==> src/rtl/obstacle_spawner_pkg.sv <==
// Shared game constants and the spawner state encoding.
// Pure declarations, no logic and no latency.
// No handshake; imported by the spawner and the draw engine.
package obstacle_spawner_pkg;

  localparam int LANE_W           = 3;
  localparam int RAND_W           = 5;
  localparam int NUM_COLS_DEFAULT = 5;

  // Marker for "no lane spawned yet": never matches a real lane (max 7 only when NUM_COLS=8
  // would make lane 7 legal, which is the one case where the first spawn may be nudged).
  localparam logic [LANE_W-1:0] NO_LANE = 3'h7;

  typedef enum logic [1:0] {
    IDLE = 2'd0,
    WAIT = 2'd1,
    PICK = 2'd2,
    REQ  = 2'd3
  } spawn_state_t;

endpackage

==> src/rtl/obstacle_spawner_lane_mapper.sv <==
// Folds a raw 3-bit random value into a legal lane, stepping past the previous lane.
// Purely combinational, zero latency.
// No handshake; result is consumed by the spawner in its PICK cycle.
module lane_mapper
  import obstacle_spawner_pkg::*;
#(
  parameter int NUM_COLS = NUM_COLS_DEFAULT
) (
  input  logic [LANE_W-1:0] raw,
  input  logic [LANE_W-1:0] last_lane,
  output logic [LANE_W-1:0] lane
);

  // One extra bit so NUM_COLS=8 is representable in the fold comparison.
  localparam logic [LANE_W:0]   NC       = (LANE_W+1)'(NUM_COLS);
  localparam logic [LANE_W-1:0] TOP_LANE = LANE_W'(NUM_COLS - 1);

  logic [LANE_W:0]   raw_ext;
  logic [LANE_W-1:0] folded;

  assign raw_ext = {1'b0, raw};

  // Fold out-of-range values back into range, then bump past a repeat of the last lane.
  always_comb begin
    folded = raw;
    if (raw_ext >= NC) begin
      folded = LANE_W'(raw_ext - NC);
    end
    lane = folded;
    if (folded == last_lane) begin
      lane = (folded == TOP_LANE) ? '0 : folded + 1'b1;
    end
  end

endmodule

==> src/rtl/obstacle_spawner.sv <==
// Turns the random word into timed, lane-randomised obstacle spawn requests.
// Spawn_valid rises two clks after the tick that exhausts the gap; accept completes the cycle after.
// Request is held with a stable lane until spawn_ready; ticks arriving meanwhile are dropped.
module obstacle_spawner
  import obstacle_spawner_pkg::*;
#(
  parameter int NUM_COLS = NUM_COLS_DEFAULT,
  parameter int MIN_GAP  = 2,
  parameter int GAP_W    = 8
) (
  input  logic              clk,
  input  logic              resetn,
  input  logic [RAND_W-1:0] rand_num,
  input  logic              enable,
  input  logic              tick,
  input  logic              spawn_ready,
  output logic              spawn_valid,
  output logic [LANE_W-1:0] spawn_lane,
  output logic [7:0]        spawn_count,
  output logic              busy
);

  spawn_state_t      state;
  spawn_state_t      state_nxt;
  logic [GAP_W-1:0]  gap_cnt;
  logic [GAP_W-1:0]  gap_load;
  logic [LANE_W-1:0] last_lane;
  logic [LANE_W-1:0] lane_pick;
  logic              accept;
  logic              load_gap;
  logic              gap_done;

  // Gap of MIN_GAP..MIN_GAP+3 ticks drawn from the top two random bits.
  assign gap_load = GAP_W'(MIN_GAP) + GAP_W'(rand_num[4:3]);

  // spawn_valid is always high in REQ, so REQ with ready is the handshake.
  assign accept   = (state == REQ) && spawn_ready;
  assign gap_done = (gap_cnt == GAP_W'(1));
  assign load_gap = enable && ((state == IDLE) || accept);
  assign busy     = (state != IDLE);

  lane_mapper #(
    .NUM_COLS (NUM_COLS)
  ) u_lane_mapper (
    .raw       (rand_num[LANE_W-1:0]),
    .last_lane (last_lane),
    .lane      (lane_pick)
  );

  // State register.
  always_ff @(posedge clk or negedge resetn) begin
    if (!resetn) begin
      state <= IDLE;
    end else begin
      state <= state_nxt;
    end
  end

  // Next-state: abort beats tick in WAIT; PICK is a single cycle; REQ waits for ready.
  always_comb begin
    state_nxt = state;
    case (state)
      IDLE: if (enable) state_nxt = WAIT;
      WAIT: begin
        if (!enable) begin
          state_nxt = IDLE;
        end else if (tick && gap_done) begin
          state_nxt = PICK;
        end
      end
      PICK: state_nxt = REQ;
      REQ:  if (spawn_ready) state_nxt = enable ? WAIT : IDLE;
      default: state_nxt = IDLE;
    endcase
  end

  // Gap counter: reload on entry to WAIT, count down one per tick until the last one.
  always_ff @(posedge clk or negedge resetn) begin
    if (!resetn) begin
      gap_cnt <= '0;
    end else if (load_gap) begin
      gap_cnt <= gap_load;
    end else if ((state == WAIT) && enable && tick && !gap_done) begin
      gap_cnt <= gap_cnt - 1'b1;
    end
  end

  // Request register: lane latched in PICK and frozen until the handshake completes.
  always_ff @(posedge clk or negedge resetn) begin
    if (!resetn) begin
      spawn_valid <= 1'b0;
      spawn_lane  <= '0;
    end else if (state == PICK) begin
      spawn_valid <= 1'b1;
      spawn_lane  <= lane_pick;
    end else if (accept) begin
      spawn_valid <= 1'b0;
    end
  end

  // Accepted-spawn bookkeeping: remember the lane for repeat avoidance, count with saturation.
  always_ff @(posedge clk or negedge resetn) begin
    if (!resetn) begin
      last_lane   <= NO_LANE;
      spawn_count <= '0;
    end else if (accept) begin
      last_lane <= spawn_lane;
      if (spawn_count != 8'hFF) begin
        spawn_count <= spawn_count + 1'b1;
      end
    end
  end

endmodule

==> config.mk <==
export PLATFORM = sky130hd
export DESIGN_NAME = obstacle_spawner
export DESIGN_NICKNAME = d
export VERILOG_FILES = /design/src/rtl/obstacle_spawner_pkg.sv /design/src/rtl/obstacle_spawner_lane_mapper.sv /design/src/rtl/obstacle_spawner.sv
export SDC_FILE = /design/constraint.sdc
export NUM_CORES = 1
export LEC_CHECK = 0
export CAP_MARGIN = 20
export CORE_UTILIZATION = 45
export CTS_BUF_LIST = sky130_fd_sc_hd__clkbuf_4 sky130_fd_sc_hd__clkbuf_8 sky130_fd_sc_hd__clkbuf_16
export DETAILED_ROUTE_END_ITERATION = 7
export GPL_TIMING_DRIVEN = 1
export HOLD_SLACK_MARGIN = 0.02
export PLACE_DENSITY = 0.67
export SLEW_MARGIN = 20
export SYNTH_ARGS = -nofsm -noshare
export SYNTH_HDL_FRONTEND = slang
export SYNTH_SLANG_ARGS = --single-unit
==> constraint.sdc <==
create_clock -name clk -period 1.93 [get_ports clk]
set_clock_uncertainty 0.1 [all_clocks]
set_input_delay 0.4825 -clock clk [delete_from_list [all_inputs] [get_ports clk]]
set_output_delay 0.4825 -clock clk [all_outputs]
set_load 0.005 [all_outputs]
[Word-level counts from Yosys, hierarchy flattened]
Cells that the tools add are included.
Word-level totals
  register bits: 25
  bits of input ports: 10
  output and inout bits: 13
Cells by class
  add/subtract/negate cells: 5
  $lt $le $gt $ge: 1
  equality and inequality tests: 10
  mux-type cells: 13
  reduce and logical (&&, ||, !) cells: 14
Operators by type and width (count)
  two-way mux 8 bit: 2
  two-way mux 3 bit: 3
  adder 8 x 1 -> 8 bit, second input constant: 1
  == test 8 x 1 -> 1 bit, second input constant: 1
  two-way mux 2 bit: 4
  != test 8 bit, second input constant: 1
  one-hot mux 2 bit (4 select lines): 1
  subtractor 8 x 1 -> 8 bit, second input constant: 1
  logical AND 1 bit: 6
  nonzero test 2 bit: 3
  == test 2 bit, second input constant: 2
  != test 2 bit, second input constant: 2
  adder 2 x 2 -> 3 bit, first input constant: 1
  adder 3 x 1 -> 3 bit, second input constant: 1
  == test 3 bit: 1
  == test 3 bit, second input constant: 1
  >= comparator 3 bit, second input constant: 1
  two-way mux 1 bit: 3
  != test 3 bit, second input constant: 1
  AND reduction 3 bit: 1
  subtractor 3 bit, second input constant: 1
  == test 2 x 1 -> 1 bit, second input constant: 1
  logical NOT 2 bit: 1
  AND reduction 2 bit: 1
  2 further kinds: 2

[Logic depth before layout (Yosys ltp)]
Gate-level depths: netlist of run 1.
  depth after elaboration: 6
  depth in mapped cells: 9
  depth with buffers taken out: 9

[Hierarchy]
From an unflattened synthesis of run 1, not the netlist that was laid out.
Unflattened totals
  cell total of the unflattened synthesis: 156
  area, all modules: 1481.4 sq um
By module, submodules not included
  obstacle_spawner: times used 1, cells each 124, area an instance 1265.0 sq um
  lane_mapper: times used 1, cells each 32, area an instance 216.5 sq um

[Worst setup path before layout of run 1]
No wires, ideal clock.
  path kind: input port to flip-flop
  from: input rand_num[0]
  to: register spawn_lane[1]
  arrival: 2.197 ns
  data required time: 1.726 ns
  slack: -0.471 ns
  cell stages on the path: 8
  buffers on the path: 0
  cells stage by stage: inv_1 -> ha_1 -> and2_4 -> or3_1 -> ha_1 -> nand2b_1 -> or4_1 -> o311ai_1
On the way
  word-level cells in the longest chain between the ends: 5
RTL lines
  start, declared: RTL line obstacle_spawner.sv:13  | input logic [RAND_W-1:0] rand_num,
  subtractor 3 bit / >= comparator 3 bit (equally long branches): RTL line obstacle_spawner_lane_mapper.sv:27, obstacle_spawner_lane_mapper.sv:26
  two-way mux 3 bit *: RTL line obstacle_spawner_lane_mapper.sv:26  | if (raw_ext >= NC) begin
  adder 3 x 1 -> 3 bit / == test 3 bit (equally long branches): RTL line obstacle_spawner_lane_mapper.sv:31  | lane = (folded == TOP_LANE) ? '0 : folded + 1'b1;
  two-way mux 3 bit: RTL line obstacle_spawner_lane_mapper.sv:31
  two-way mux 3 bit *: RTL line obstacle_spawner_lane_mapper.sv:30  | if (folded == last_lane) begin
  end signal, assigned: RTL line obstacle_spawner.sv:95  | spawn_lane <= lane_pick;
  end, declared: RTL line obstacle_spawner.sv:18  | output logic [LANE_W-1:0] spawn_lane,
Every way passes the cells marked *; elsewhere a longest branch is shown, timed or not.
A chain may end at the register's enable or synchronous reset.

[Worst setup path in the final report of run 1]
  from: input rand_num[1]
  to: register spawn_lane[1]
Same word-level chain as after synthesis.

==> run metrics, run 1 <==
vias in the first global route=1,286; setup slack, reg-to-reg=0.06 ns; clock root cell=clkbuf_4; r2r endpoint=gap_cnt[3]; relative slew slack=76.9%; startpoint class of the critical path=input pin; first-pass GRT wire length=5.22 mm; Mean Syn Cell Area=10.0 sq um; Hold Path Class=register to register; max_cap viols=0; fill cell count=266; Area Growth Syn to Fin=44.3%; Pre-antenna DRT Iters=4; Critical Path End Type=register; initial antenna violation count=0; Post-Syn Area=1470 sq um; Tcrit/Tclk final=107%; final WL=3.10 mm; initial drt markers=33; I/O Buffers=22; met1 Resource Use GR=23.9%; worst endpoint required time=2.06 ns; CTS Hold Buffers Added=0; final instance area=2120 sq um; Routability Congestion=0.761; Seq cells post-synth=25; Synth top area share=37.4%; pwr/cell area=903 nW/um^2; # nets final=223; Total Routing Usage GR=19.8%; sequential fraction of the synthesis area=42.8%; fin. max-slew vios=0; kind of critical path=input pin to register; Detailed Place HPWL=2.30 mm; CTS sink count=25; RSZ-0062 raised after global routing=yes; Critical R2R Launch=gap_cnt[1]; Residual DRC=0; crit path time final=2.07 ns; fraction of layout cells with a size suffix above 1=36.1%; cell count after synthesis=147; Die ar.=3500 sq um; dpl cell area=1950 sq um; GRT busiest layer=met2; ant diodes=0; grt ovf=0; Vias=1,264; worst hold endpoint=spawn_valid; status=finished, violations left; Tot Pwr=0.00191 W; Net Count, Synth=164; routing usage on met3=2.40%; Yosys cell types=44; critical-path maximum fanout=2; Synth Warn #=0; FFs w/ async S/R, synth=100%; Hold Path Depth=2; Worst Hold Slack=0.394 ns; VDD IR max=481 uV; Final Setup Violations=1; clock buffer depth=2; largest net degree at the start of global routing=26; Max Freq=483 MHz; Hold Violations, Final=0; TritonCTS buffer count=3; Synth area leaders=dfrtp_1, ha_1, dfstp_2, xnor2_1, xor2_1; Rows=20; Via density=5.08; Post-synth EDFFs=0; violated checks=negative setup slack; arrival time worst endpoint=2.20 ns; Die Width=59.2 microns; H-Tree Depth=1; Reg clk slew, reported paths=0.14 ns; pre-CTS setup slack=-1.01 ns; most instantiated cells after synthesis=dfrtp_1, nor2_1, nand2_1; initial core utilization=47.8%; Post-synth top flop=dfrtp_1; leading area contributor after synthesis=dfrtp_1; Avg WL per Cell=12.5 microns; placed cell count=234; clock latency on the worst-skew pair=0.32 ns; CTS tree=built; worst-margin pin slew=0.347 ns; Die Y=59.2 microns; P_leak=0.976 nW; Core Box Area=3080 sq um; met2 usage=35.2%; Worst Reg-to-Reg Cells=7; post-route ant nets=0; count leader, synth=dfrtp_1; final non-filler cell total=249; worst hold start=spawn_valid; final worst slack=-0.140 ns; # IOs=23
==> where the power goes <==
| part | leakage (nW) | switching (W) | internal, W |
|---|---|---|---|
| Combinational | 0.649 | 0.000342 | 0.000485 |
| Sequential | 0.313 | 0.000155 | 0.000687 |
| Clock | 0.0139 | 0.000165 | 0.0000792 |
==> sequential cells by signal, summed over array words and instances, names as in the netlist, named ones only <==
register     cells
spawn_valid      1
state            1
spawn_count      8
gap_cnt          8
last_lane        3
spawn_lane       3
==> metal layers <==
| layer | routed length [microns] | part of all wire [%] |
|---|---|---|
| met5 | 0 | 0 |
| met3 | 92 | 3.0 |
| met1 | 1350 | 43 |
| met2 | 1610 | 52 |
| met4 | 51 | 1.6 |
==> layout make-up <==
cell class                 count  area [sq um]  share of cell area [%]
timing repair buffer          56           494                    23.3
multi-input combinational    110           855                    40.3
clock inverter                 1          7.51                   0.354
sequential                    25           632                    29.8
inverter                      10          55.1                    2.60
clock buffer                   3          22.5                    1.06
tap                           44          55.1                    2.60
==> metrics by stage <==
stage          utilization (%)  TNS (ns)
5_1_grt                   68.9    -0.158
6_report                  68.9    -0.140
3_5_place_dp              63.3     -3.46
4_1_cts                   65.4    -0.400
3_3_place_gp              63.3     -3.19
2_1_floorplan                -    -0.552
==> worst max-delay path, cell delays in order <==
cell      delay (ns)
buf_12          0.11
inv_12          0.04
ha_4            0.18
and2_4          0.13
or3_4           0.35
ha_4            0.28
nand2b_1        0.04
or4_1           0.47
o311ai_1        0.10
==> logic make-up after synthesis <==
group / count (synthesis) / synth area share (%)
adders and majority gates: 7 / 5.96
DFF: 25 / 42.8
and+or+nand+nor: 58 / 22.0
muxes: 4 / 3.32
xor gates and xnor gates: 16 / 9.53
AOI/OAI and AO/OA: 25 / 12.9
buffers and inverters: 12 / 3.57
==> cell usage in the layout, fill, tap and decap left out, types with 3 or more instances in the layout <==
cell type / count
inv_1: 4
o21ai_1: 3
xor2_1: 7
nand3_1: 6
clkdlybuf4s50_1: 17
dfrtp_1: 20
nor2_1: 15
mux2_2: 3
ha_1: 3
nand2b_1: 4
a21oi_1: 4
xnor2_1: 9
dfstp_2: 3
o21ai_0: 4
clkbuf_4: 3
nand2_1: 11
buf_4: 33
and3_1: 3
ha_4: 4
inv_2: 3
==> repair_timing <==
action,CTS,global route
setup endpoints to repair,4,12
resized for setup,20,12
buffers inserted,2,10
hold endpoints to repair,0,0
pin swaps,8,7
==> worst max-delay path by stage <==
stage / from / to / slack (ns) / cells past startpoint
CTS: rand_num[1] / spawn_lane[1] / -0.21 / 10
detailed placement: rand_num[1] / spawn_lane[1] / -1.01 / 10
global placement: rand_num[1] / spawn_lane[1] / -0.94 / 10
global route: rand_num[1] / spawn_lane[1] / -0.14 / 9
finish: rand_num[1] / spawn_lane[1] / -0.14 / 9
floorplan: rand_num[1] / spawn_lane[1] / -0.32 / 8
Power figures use the tool's default switching activity.
==> run 2, diff against run 1 <==
--- a/config.mk
+++ b/config.mk
@@ -9,9 +9,9 @@
 export CORE_UTILIZATION = 45
 export CTS_BUF_LIST = sky130_fd_sc_hd__clkbuf_4 sky130_fd_sc_hd__clkbuf_8 sky130_fd_sc_hd__clkbuf_16
 export DETAILED_ROUTE_END_ITERATION = 7
-export GPL_TIMING_DRIVEN = 1
+export GPL_TIMING_DRIVEN = 0
 export HOLD_SLACK_MARGIN = 0.02
-export PLACE_DENSITY = 0.67
+export PLACE_DENSITY = 0.69
 export SLEW_MARGIN = 20
 export SYNTH_ARGS = -nofsm -noshare
 export SYNTH_HDL_FRONTEND = slang
==> run metrics, run 2 (synthesis results as in run 1) <==
status=finished, violations left; violated checks=negative setup slack; commonest non-fill, non-tap cell in the layout=dfrtp_1; Reg clk slew, reported paths=0.15 ns; Vias=1,198; worst-margin pin slew=0.543 ns; setup TNS=-0.0991 ns; clock buffer depth=2; Routability Congestion=0.805; Via density=5.14; clock latency on the worst-skew pair=0.32 ns; fraction of layout cells with a size suffix above 1=31.7%; fin. max-slew vios=0; sequential share of power=44.7%; TritonCTS buffer count=3; Die Y=59.2 microns; combinational group share of total power=42.3%; VDD IR max=475 uV; setup slack, reg-to-reg=0.05 ns; max_cap viols=0; startpoint class of the critical path=input pin; arrival time worst endpoint=2.13 ns; kind of critical path=input pin to register; relative slew slack=63.8%; crit path time final=2.00 ns; Avg WL per Cell=12.9 microns; ant diodes=0; CTS tree=built; Critical Path End Type=register; initial drt markers=40; Final Setup Violations=2; worst endpoint required time=2.06 ns; Worst Reg-to-Reg Cells=7; r2r endpoint=gap_cnt[2]; I/O Buffers=22; metal1 wirelength=1.42 mm; CP most frequent cell=ha_4; Tcrit/Tclk final=104%; CTS Hold Buffers Added=0; met2 WL post-DR=1.47 mm; Psw=0.000672 W; critical-path maximum fanout=3; Detailed Place HPWL=2.05 mm; CP max-delay cell=or4_1; Hold Path Class=input pin to async pin; Rows=20; # nets final=207; commonest non-fill, non-tap cells in the layout=dfrtp_1, clkdlybuf4s50_1, buf_4, nor2_1, nand2_1; largest net degree at the start of global routing=26; clock root cell=clkbuf_4; Hold Violations, Final=0; clock share of power=12.9%; CTS sink count=25; Core Box Area=3080 sq um; Total Routing Usage GR=19.8%; Critical R2R Launch=gap_cnt[1]; Max Freq=500 MHz; Top Registers=gap_cnt: 8 flops, spawn_count: 8 flops; placed cell count=213; Pint=0.00121 W; sw frac=35.7%; Die ar.=3500 sq um; Pre-antenna DRT Iters=4; # IOs=23; final non-filler cell total=233; initial antenna violation count=0; post-route ant nets=0; first-pass GRT wire length=5.15 mm; Largest stage delay, worst path=0.40 ns; final worst slack=-0.0701 ns; met3 wire len=79 microns; P_leak=0.880 nW; fill cell count=253; grt ovf=0; Cell Chain, Critical Path=buf_8 -> inv_4 -> ha_4 -> and2_4 -> or3_4 -> ha_4 -> nand2b_1 -> or4_1 -> o311ai_1; Area Growth Syn to Fin=37.2%; Die Width=59.2 microns; vias in the first global route=1,159; Top Metal Used=met4; area taken by multi-input logic gates=878 sq um; final WL=3.02 mm; initial core utilization=47.8%; H-Tree Depth=1; pwr/cell area=935 nW/um^2; register area=631 sq um; Residual DRC=0; RSZ-0062 raised after global routing=yes
[run 2: critical path, delay by kind of cell]
kind,cells,cell delay [ns]
buffers and inverters,2,0.15
AO/OA/AOI/OAI,1,0.10
AND/OR/NAND/NOR,4,0.94
adder cells (fa/ha/maj),2,0.46
[run 2: timing repair]
item,4_1_cts,5_1_grt
pin swaps,8,10
setup buffers,5,11
setup endpoints to repair,6,14
gates resized for setup,26,12
hold endpoints to repair,0,0
[run 2: final cells by class]
class | instances | area share [%]
timing repair buffer | 38 | 17.5
tap | 44 | 2.73
multi-input combinational | 110 | 43.5
clock buffer | 3 | 1.12
buffer | 2 | 0.744
clock inverter | 1 | 0.372
sequential | 25 | 31.3
inverter | 10 | 2.73
[run 2: through the flow]
stage / util (%) / hold slack, ns / area [sq um] / worst slack [ns] / total power, W
2_1_floorplan: - / 0.0869 / 1520 / -0.320 / 0.00129
3_3_place_gp: 58.2 / 0.358 / 1790 / -1.10 / 0.00153
3_5_place_dp: 58.2 / 0.377 / 1790 / -1.14 / 0.00156
4_1_cts: 61.8 / 0.411 / 1900 / -0.104 / 0.00184
5_1_grt: 65.5 / 0.0522 / 2020 / -0.0992 / 0.00205
6_report: 65.5 / 0.0163 / 2020 / -0.0701 / 0.00189
[run 2: worst max path at each step]
stage                start             to  slack, ns  cells after the start
2_1_floorplan  rand_num[1]  spawn_lane[1]      -0.32                      8
3_3_place_gp   rand_num[1]  spawn_lane[1]      -1.10                      9
3_5_place_dp   rand_num[1]  spawn_lane[1]      -1.14                      9
4_1_cts        rand_num[1]  spawn_lane[1]      -0.10                      9
5_1_grt        rand_num[0]  spawn_lane[1]       -0.1                      9
6_report       rand_num[0]  spawn_lane[1]      -0.07                      9
[run 2: per-layer routing]
layer,track usage (%),vias to the layer above
li1,-,593
met1,26.7,580
met2,32.5,21
met3,2.84,4
met4,7.14,0
met5,0,-
[run 2: power groups by stage]
stage                     clock (W)  sequential [W]  combinational [W]
after floorplan                   0        0.000812           0.000477
after global placement            0        0.000832           0.000701
after detailed placement          0        0.000845           0.000718
after CTS                  0.000260        0.000835           0.000745
after global routing       0.000278        0.000869           0.000899
final                      0.000244        0.000843           0.000798
==> run 3, diff against run 2 <==
--- a/config.mk
+++ b/config.mk
@@ -12,6 +12,7 @@
 export GPL_TIMING_DRIVEN = 0
 export HOLD_SLACK_MARGIN = 0.02
 export PLACE_DENSITY = 0.69
+export SKIP_CTS_REPAIR_TIMING = 1
 export SLEW_MARGIN = 20
 export SYNTH_ARGS = -nofsm -noshare
 export SYNTH_HDL_FRONTEND = slang
==> run metrics, run 3 (synthesis results as in run 1) <==
status=finished, violations left; violated checks=negative setup slack; relative slew slack=63.8%; Tcrit/Tclk final=107%; P_leak=0.877 nW; critical-path maximum fanout=3; Top Metal Used=met4; arrival time worst endpoint=2.20 ns; sequential share of power=44.8%; TritonCTS buffer count=3; # IOs=23; Die ar.=3500 sq um; Vias=1,176; Reg clk slew, reported paths=0.15 ns; sw frac=35.7%; pwr/cell area=946 nW/um^2; fill cell count=255; clock latency on the worst-skew pair=0.33 ns; fin. max-slew vios=0; Critical Path End Type=register; max_cap viols=0; Top Registers=gap_cnt: 8 flops, spawn_count: 8 flops; Detailed Place HPWL=2.05 mm; area taken by multi-input logic gates=870 sq um; largest net degree at the start of global routing=26; VDD IR max=508 uV; register area=631 sq um; kind of critical path=input pin to register; Total Routing Usage GR=19.0%; first-pass GRT wire length=4.94 mm; H-Tree Depth=1; Die Width=59.2 microns; initial core utilization=47.8%; initial antenna violation count=0; Residual DRC=0; Rows=20; RSZ-0062 raised after global routing=yes; crit path time final=2.06 ns; Max Freq=485 MHz; Hold Path Class=input pin to async pin; Die Y=59.2 microns; Pre-antenna DRT Iters=4; Avg WL per Cell=12.7 microns; clock root cell=clkbuf_4; final worst slack=-0.133 ns; Routability Congestion=0.805; grt ovf=0; fraction of layout cells with a size suffix above 1=29.7%; setup TNS=-0.261 ns; Area Growth Syn to Fin=35.1%; post-route ant nets=0; clock buffer depth=2; Final Setup Violations=3; CTS tree=built; Psw=0.000670 W; Core Box Area=3080 sq um; I/O Buffers=22; worst-margin pin slew=0.543 ns; Pint=0.00121 W; # nets final=203; commonest non-fill, non-tap cell in the layout=dfrtp_1; Hold Violations, Final=0; worst endpoint required time=2.06 ns; startpoint class of the critical path=input pin; Tot Pwr=0.00188 W; vias in the first global route=1,123; initial drt markers=36; clock share of power=13.1%; combinational group share of total power=42.1%; met2 WL post-DR=1.41 mm; met3 wire len=86 microns; Via density=5.14; ant diodes=0; final WL=2.90 mm; commonest non-fill, non-tap cells in the layout=dfrtp_1, clkdlybuf4s50_1, nor2_1, nand2_1, buf_4; CTS sink count=25; metal1 wirelength=1.36 mm
==> run 3: final cells by class <==
type                    instances  area share (%)
clock buffers                   3            1.13
clock inverters                 1           0.378
multi-input cells             110            43.8
plain buffers                   2           0.756
repair buffers                 34            16.6
well taps                      44            2.77
inverters                      10            2.90
flip-flops and latches         25            31.7
==> run 3: worst paths after layout <==
kind	start	to	slack [ns]	cells past startpoint
max in group asynchronous	resetn	spawn_count[7]	1.33	1
worst max-delay path	rand_num[0]	spawn_lane[1]	-0.13	9
worst min register to register	spawn_valid	spawn_valid	0.40	2
worst min-delay path	resetn	gap_cnt[3]	0.01	1
worst max register to register	gap_cnt[1]	gap_cnt[2]	0.05	7
min in group clk	spawn_valid	spawn_valid	0.40	2
==> run 3: critical path: stages <==
cell      delay (ns)
buf_8           0.11
inv_6           0.05
ha_4            0.19
and2_4          0.14
or3_4           0.41
ha_4            0.28
nand2b_1        0.04
or4_1           0.40
o311ai_1        0.10
==> run 3: through the flow <==
stage / instances / hold WS [ns] / cell area (sq um) / setup slack [ns] / util [%]
final: 229 / 0.0137 / 1990 / -0.133 / 64.6
after global routing: 229 / 0.0522 / 1990 / -0.143 / 64.6
after CTS: 217 / 0.411 / 1820 / -0.792 / 59.1
after detailed placement: 213 / 0.377 / 1790 / -1.14 / 58.2
after global placement: 213 / 0.358 / 1790 / -1.10 / 58.2
after floorplan: 147 / 0.0869 / 1520 / -0.320 / -
==> run 3: metal layers <==
metal	GRT usage, %	vias to the layer above
met5	0	-
met4	7.14	0
met3	2.84	4
li1	-	583
met2	30.7	21
met1	25.8	568
==> run 3: power groups by stage <==
| stage | Clock (W) | Combinational, W | Sequential [W] |
|---|---|---|---|
| CTS | 0.000260 | 0.000725 | 0.000833 |
| floorplan | 0 | 0.000477 | 0.000812 |
| detailed placement | 0 | 0.000718 | 0.000845 |
| global placement | 0 | 0.000701 | 0.000832 |
| finish | 0.000246 | 0.000791 | 0.000843 |
| global route | 0.000278 | 0.000895 | 0.000870 |
